--- src/rtl/uart_pkg.sv ---
// Shared encodings and helpers for the UART frame serializer.
// Holds parity codes, FSM states, frame sizing constants, and the length/parity helpers.
package uart_pkg;

  localparam logic [1:0] PAR_NONE = 2'b00;
  localparam logic [1:0] PAR_EVEN = 2'b01;
  localparam logic [1:0] PAR_ODD  = 2'b10;
  localparam logic [1:0] PAR_MARK = 2'b11;

  localparam logic [3:0] DATA_LEN_MIN   = 4'd5;
  localparam int         FRAME_OVERHEAD = 4;

  typedef enum logic [1:0] {
    ST_IDLE       = 2'd0,
    ST_WAIT_START = 2'd1,
    ST_SHIFT      = 2'd2
  } ser_state_e;

  // Keep the requested data length inside 5..max_len.
  function automatic logic [3:0] clamp_len(input logic [3:0] raw_len, input logic [3:0] max_len);
    logic [3:0] len_v;
    if (raw_len < DATA_LEN_MIN) begin
      len_v = DATA_LEN_MIN;
    end else if (raw_len > max_len) begin
      len_v = max_len;
    end else begin
      len_v = raw_len;
    end
    return len_v;
  endfunction

  // Parity over already-masked data bits; PAR_NONE returns 1 (idle level, never placed).
  function automatic logic calc_parity(input logic [15:0] data_bits, input logic [1:0] ptype);
    logic par_v;
    case (ptype)
      PAR_EVEN: par_v = ^data_bits;
      PAR_ODD:  par_v = ~(^data_bits);
      PAR_MARK: par_v = 1'b1;
      default:  par_v = 1'b1;
    endcase
    return par_v;
  endfunction

endpackage

--- src/rtl/uart_frame_serializer_builder.sv ---
// Combinational UART frame assembly: start, LSB-first data, optional parity, stop bits.
// Bits above the last stop bit read as idle (1).
module uart_frame_builder
  import uart_pkg::*;
#(
  parameter int DATA_W = 9,
  localparam int FRAME_W = DATA_W + FRAME_OVERHEAD
) (
  input  logic [DATA_W-1:0]  data,
  input  logic [3:0]         len,
  input  logic [1:0]         parity_type,
  input  logic               stop_bits,
  output logic [FRAME_W-1:0] frame,
  output logic [3:0]         frame_len
);

  logic [DATA_W-1:0]  data_masked_s;
  logic [FRAME_W-1:0] data_shift_s;
  logic               par_en_s;
  logic               par_bit_s;

  // Mask unused data bits and shift the payload above the start bit.
  always_comb begin
    data_masked_s = '0;
    data_shift_s  = '0;
    for (int i = 0; i < DATA_W; i++) begin
      if (i < int'(len)) begin
        data_masked_s[i] = data[i];
      end else begin
        data_masked_s[i] = 1'b0;
      end
    end
    data_shift_s[DATA_W:1] = data;
  end

  assign par_en_s  = (parity_type != PAR_NONE);
  assign par_bit_s = calc_parity({{(16-DATA_W){1'b0}}, data_masked_s}, parity_type);

  // Place each frame bit; stop bits and padding fall through to 1.
  always_comb begin
    frame = '1;
    for (int i = 0; i < FRAME_W; i++) begin
      if (i == 0) begin
        frame[i] = 1'b0;
      end else if (i <= int'(len)) begin
        frame[i] = data_shift_s[i];
      end else if (par_en_s && (i == int'(len) + 1)) begin
        frame[i] = par_bit_s;
      end else begin
        frame[i] = 1'b1;
      end
    end
  end

  assign frame_len = 4'd1 + len + {3'b000, par_en_s} + (stop_bits ? 4'd2 : 4'd1);

endmodule

--- src/rtl/uart_frame_serializer.sv ---
// UART frame serializer: latches a word on valid/ready, then shifts the assembled
// frame out LSB-first on tx, one bit per baud_tick.
module uart_frame_serializer
  import uart_pkg::*;
#(
  parameter int DATA_W = 9,
  localparam int FRAME_W = DATA_W + FRAME_OVERHEAD
) (
  input  logic               clk,
  input  logic               rst,
  input  logic               baud_tick,
  input  logic [DATA_W-1:0]  data_in,
  input  logic [3:0]         data_len,
  input  logic [1:0]         parity_type,
  input  logic               stop_bits,
  input  logic               in_valid,
  output logic               in_ready,
  output logic               tx,
  output logic               busy,
  output logic [FRAME_W-1:0] frame_out,
  output logic [3:0]         frame_len
);

  ser_state_e         state_r, state_next_s;
  logic               tx_r, tx_next_s;
  logic [3:0]         cnt_r, cnt_next_s;
  logic               in_ready_r, busy_r;
  logic [FRAME_W-1:0] frame_r;
  logic [3:0]         frame_len_r;
  logic               accept_s;
  logic [3:0]         len_clamped_s;
  logic [FRAME_W-1:0] build_frame_s;
  logic [3:0]         build_len_s;

  assign len_clamped_s = clamp_len(data_len, 4'(DATA_W));

  uart_frame_builder #(.DATA_W(DATA_W)) u_builder (
    .data        (data_in),
    .len         (len_clamped_s),
    .parity_type (parity_type),
    .stop_bits   (stop_bits),
    .frame       (build_frame_s),
    .frame_len   (build_len_s)
  );

  // Next-state, next-tx and bit counter; a tick in the accept cycle is not seen by WAIT_START.
  always_comb begin
    state_next_s = state_r;
    tx_next_s    = tx_r;
    cnt_next_s   = cnt_r;
    accept_s     = 1'b0;
    case (state_r)
      ST_IDLE: begin
        tx_next_s = 1'b1;
        if (in_valid && in_ready_r) begin
          accept_s     = 1'b1;
          state_next_s = ST_WAIT_START;
        end else begin
          state_next_s = ST_IDLE;
        end
      end
      ST_WAIT_START: begin
        if (baud_tick) begin
          tx_next_s    = frame_r[0];
          cnt_next_s   = 4'd1;
          state_next_s = ST_SHIFT;
        end else begin
          tx_next_s = 1'b1;
        end
      end
      ST_SHIFT: begin
        if (baud_tick && (cnt_r < frame_len_r)) begin
          tx_next_s  = frame_r[cnt_r];
          cnt_next_s = cnt_r + 4'd1;
        end else if (baud_tick) begin
          tx_next_s    = 1'b1;
          state_next_s = ST_IDLE;
        end else begin
          tx_next_s = tx_r;
        end
      end
      default: begin
        state_next_s = ST_IDLE;
        tx_next_s    = 1'b1;
        cnt_next_s   = 4'd0;
      end
    endcase
  end

  // State and output registers; frame data only changes on accept.
  always_ff @(posedge clk) begin
    if (!rst) begin
      state_r     <= ST_IDLE;
      tx_r        <= 1'b1;
      cnt_r       <= 4'd0;
      in_ready_r  <= 1'b1;
      busy_r      <= 1'b0;
      frame_r     <= '1;
      frame_len_r <= 4'd0;
    end else begin
      state_r    <= state_next_s;
      tx_r       <= tx_next_s;
      cnt_r      <= cnt_next_s;
      in_ready_r <= (state_next_s == ST_IDLE);
      busy_r     <= (state_next_s != ST_IDLE);
      if (accept_s) begin
        frame_r     <= build_frame_s;
        frame_len_r <= build_len_s;
      end
    end
  end

  assign tx        = tx_r;
  assign in_ready  = in_ready_r;
  assign busy      = busy_r;
  assign frame_out = frame_r;
  assign frame_len = frame_len_r;

endmodule
--- config.mk ---
export PLATFORM = sky130hd
export DESIGN_NAME = uart_frame_serializer
export DESIGN_NICKNAME = d
export VERILOG_FILES = /design/src/rtl/uart_pkg.sv /design/src/rtl/uart_frame_serializer_builder.sv /design/src/rtl/uart_frame_serializer.sv
export SDC_FILE = /design/constraint.sdc
export NUM_CORES = 1
export LEC_CHECK = 0
export ABC_AREA = 0
export ABC_CLOCK_PERIOD_IN_PS = 4300
export BUFFER_PORTS_ARGS = -buffer_cell sky130_fd_sc_hd__buf_4
export CAP_MARGIN = 0
export CORE_AREA = 2 2 59 61
export DETAILED_ROUTE_END_ITERATION = 10
export DIE_AREA = 0 0 61 63
export PLACE_DENSITY = 0.76
export SYNTH_ARGS = -nofsm -noshare
export SYNTH_HDL_FRONTEND = slang
export SYNTH_SLANG_ARGS = --single-unit
--- constraint.sdc ---
create_clock -name clk -period 4.3 [get_ports clk]
set_input_delay 0.86 -clock clk [delete_from_list [all_inputs] [get_ports clk]]
set_output_delay 0.86 -clock clk [all_outputs]
set_load 0.01 [all_outputs]
==> metrics.txt <==
syn_area_per_cell=about 9 um^2; worst-margin pin slew=~0.6 ns; ys async rst share=0; Arr. time, crit path=between 2 and 3 ns; clock tree from TritonCTS=built; Reg2Reg Setup Slack=2.13 ns; Critical Path Sink=frame_out[6]$_SDFFE_PN1P_; Fmax achieved=418.9 MHz; max_cap viols=0; # DRC=0; Clk pin slew, worst setup/hold paths=~0.14 ns; Post-Syn Area=1678 um^2; Area growth syn-to-layout=20.95%; wire length per cell=~14 um; Setup TNS=0 ns; antenna viol nets, final=0; htree depth=1; FF-to-FF Start=cnt_r[1]$_SDFFE_PN0P_; Worst Path Class, Setup=primary input to flop; Netlist cell types=47; final slew viol count=0; Area contributors post-synth=dfxtp_1 31%, ha_1 11%, nand2_1 6.0%; die footprint=about 3800 um^2; Sink Count=26; vias in the first global route=1426; most frequent cells in the layout=39 x buf_4, 27 x nand2_1, 26 x dfxtp_1; cell count after synthesis=189; Critical Path End Type=flop; Vias/cell=5.472; Synth Warn #=0; maximum VDD drop=about 0.11 mV; final hold vios=0; #FFs+latches synth=26; Root Buffer=clkbuf_4; boundary pin count=40; fin crit share=0.5551; clk buf depth=2; Initial Utilization=0.5192; status=completed; Worst path depth=8; pin count of the biggest net entering global routing=24; pwr/cell area=286.5 nW/um^2; # port buffers=39; CP Buf/Inv Count=1; chip width=just over 60 um; delay-heaviest family, CP=XOR/XNOR gates; Startpoint Class=primary input; final instance area=2029 um^2; largest area contributor in the netlist=dfxtp_1; clk_skew=0.003945 ns; HP Class=flop to flop; CP peak stage delay=between 0.3 and 0.4 ns; post-layout minimum cycle time=2.387 ns; hold depth=2; Placer Congestion=0.8553; Cell Chain, Critical Path=buf_4 -> xnor3_2 -> xnor2_1 -> xnor2_1 -> xnor2_1 -> mux2_4 -> and2_4 -> a32oi_2; clk_lat worst skew=0.33 ns; commonest non-fill, non-tap cell in the layout=buf_4; Core Rows=21; Lkg Pwr=0.9361 nW; max_slew headroom=0.6012; # diodes=0; Main synth FF type=dfxtp_1; Worst Path Max Fanout=3; sequential area share after synthesis=0.3102; Slowest-stage cell, CP=xnor3_2; CP startpoint=data_in[0]; Worst Reg-to-Reg Cells=7; fillcell total=306; GRT overflow=0; r2r endpoint=cnt_r[3]$_SDFFE_PN0P_; fraction of layout cells with a size suffix above 1=0.2489; Most common cell on crit path=xnor2_1; CTS hold repair buffers=0; Vias=around 1500; first-pass GRT wire length=roughly 6400 um; drt total wl=about 3700 um; synthesized netlist net count=225; FF/Latch Area=520.5 um^2; DR pass1 iterations=4; Post-CTS Resized=0; Yosys top cell area share=0.3102; core region area=3232 um^2; nets@finish=262; endpoints failing setup=0; postcts setup bufs=0; total global-route track usage=0.2113; Die Y=63 um; Crit path required time=4.56 ns; Cell Area, Placed=1993 um^2; hpwl dp=2862 um; initial antenna violation count=0; unrepaired setup endpoints after global routing=false; DR iter-0 viols=~80; Multi-input gate area=1066 um^2; EDFF count, synth=0; TritonCTS Buffers=3
==> metrics by stage <==
step | hold WS [ns] | setup slack, ns | power [W] | utilization | std cells
finish | 0.5009 | 1.913 | 0.0005814 | 0.6280 | 271
global route | 0.5193 | 1.821 | 0.0006161 | 0.6280 | 271
CTS | 0.4998 | 1.920 | 0.0005834 | 0.6280 | 271
detailed placement | 0.4767 | 1.575 | 0.0004605 | 0.6167 | 267
global placement | 0.4608 | 1.606 | 0.0004585 | 0.6167 | 267
floorplan | 0.4881 | 1.802 | 0.0003964 | - | 189
==> layout make-up <==
| cell class | instances | share of cell area |
|---|---|---|
| Clock buffer | 4 | 0.01788 |
| Inverter | 15 | 0.02774 |
| Multi-Input combinational cell | 141 | 0.5253 |
| Sequential cell | 26 | 0.2565 |
| Tap cell | 46 | 0.02836 |
| Timing Repair Buffer | 39 | 0.1443 |
==> power by group <==
part / switching (W) / internal (W) / leakage (nW)
Sequential: 0.0000152 / 0.000258 / 0.213
Combinational: 0.0000895 / 0.0000932 / 0.702
Clock: 0.0000736 / 0.0000519 / 0.0210
==> worst register-to-register path, cell delays in order, from the launching register on <==
cell and delay, ns:
dfxtp_1 0.55, ha_1 0.31, a21o_1 0.16, a21o_1 0.18
a21o_1 0.21, nor4_1 0.31, a41o_1 0.24, o311a_1 0.17
==> synthesized netlist by cell type (2+ instances only) <==
cell type / instances
a21boi_0: 5
a21o_1: 6
a21oi_1: 7
a31oi_1: 3
and2_1: 2
and3_1: 4
clkbuf_1: 5
dfxtp_1: 26
ha_1: 15
inv_1: 15
mux2i_1: 2
mux4_2: 4
nand2_1: 27
nand2b_1: 2
nand3_1: 7
nor2_1: 6
nor3_1: 3
nor3b_1: 4
o21ai_0: 7
or2_2: 3
or3_1: 3
xnor2_1: 7
xor2_1: 2
==> registers in the layout (all words and copies together), names as in the netlist <==
name	count
busy	1
cnt_r	4
frame_len	4
frame_out	13
in_ready	1
state_r	2
tx	1
==> routing by layer <==
| layer | track usage | wire (um) |
|---|---|---|
| met5 | 0 | 0 |
| met4 | 0.08152 | 59 |
| met3 | 0.01449 | 142 |
| met2 | 0.3374 | 1783 |
| met1 | 0.2916 | 1674 |
==> how the worst min path moves through the flow <==
stage	startpoint	end	slack [ns]
after floorplan	frame_out[0]$_SDFFE_PN1P_	frame_out[0]$_SDFFE_PN1P_	0.49
after global placement	frame_out[11]$_SDFFE_PN1P_	frame_out[11]$_SDFFE_PN1P_	0.46
after detailed placement	frame_out[12]$_SDFFE_PN1P_	frame_out[12]$_SDFFE_PN1P_	0.48
after CTS	frame_out[3]$_SDFFE_PN1P_	frame_out[3]$_SDFFE_PN1P_	0.50
after global routing	frame_out[11]$_SDFFE_PN1P_	frame_out[11]$_SDFFE_PN1P_	0.52
final	frame_out[3]$_SDFFE_PN1P_	frame_out[3]$_SDFFE_PN1P_	0.50
==> cell families after synthesis <==
kind of cell | after synthesis | synth area share
mux | 7 | 0.07457
flops | 26 | 0.3102
fa+ha+maj | 16 | 0.1238
simple gates | 69 | 0.2133
buf+inv | 22 | 0.05443
compound gates | 39 | 0.1626
xor+xnor | 10 | 0.06115
No activity file was read; power rests on OpenSTA's default activity.
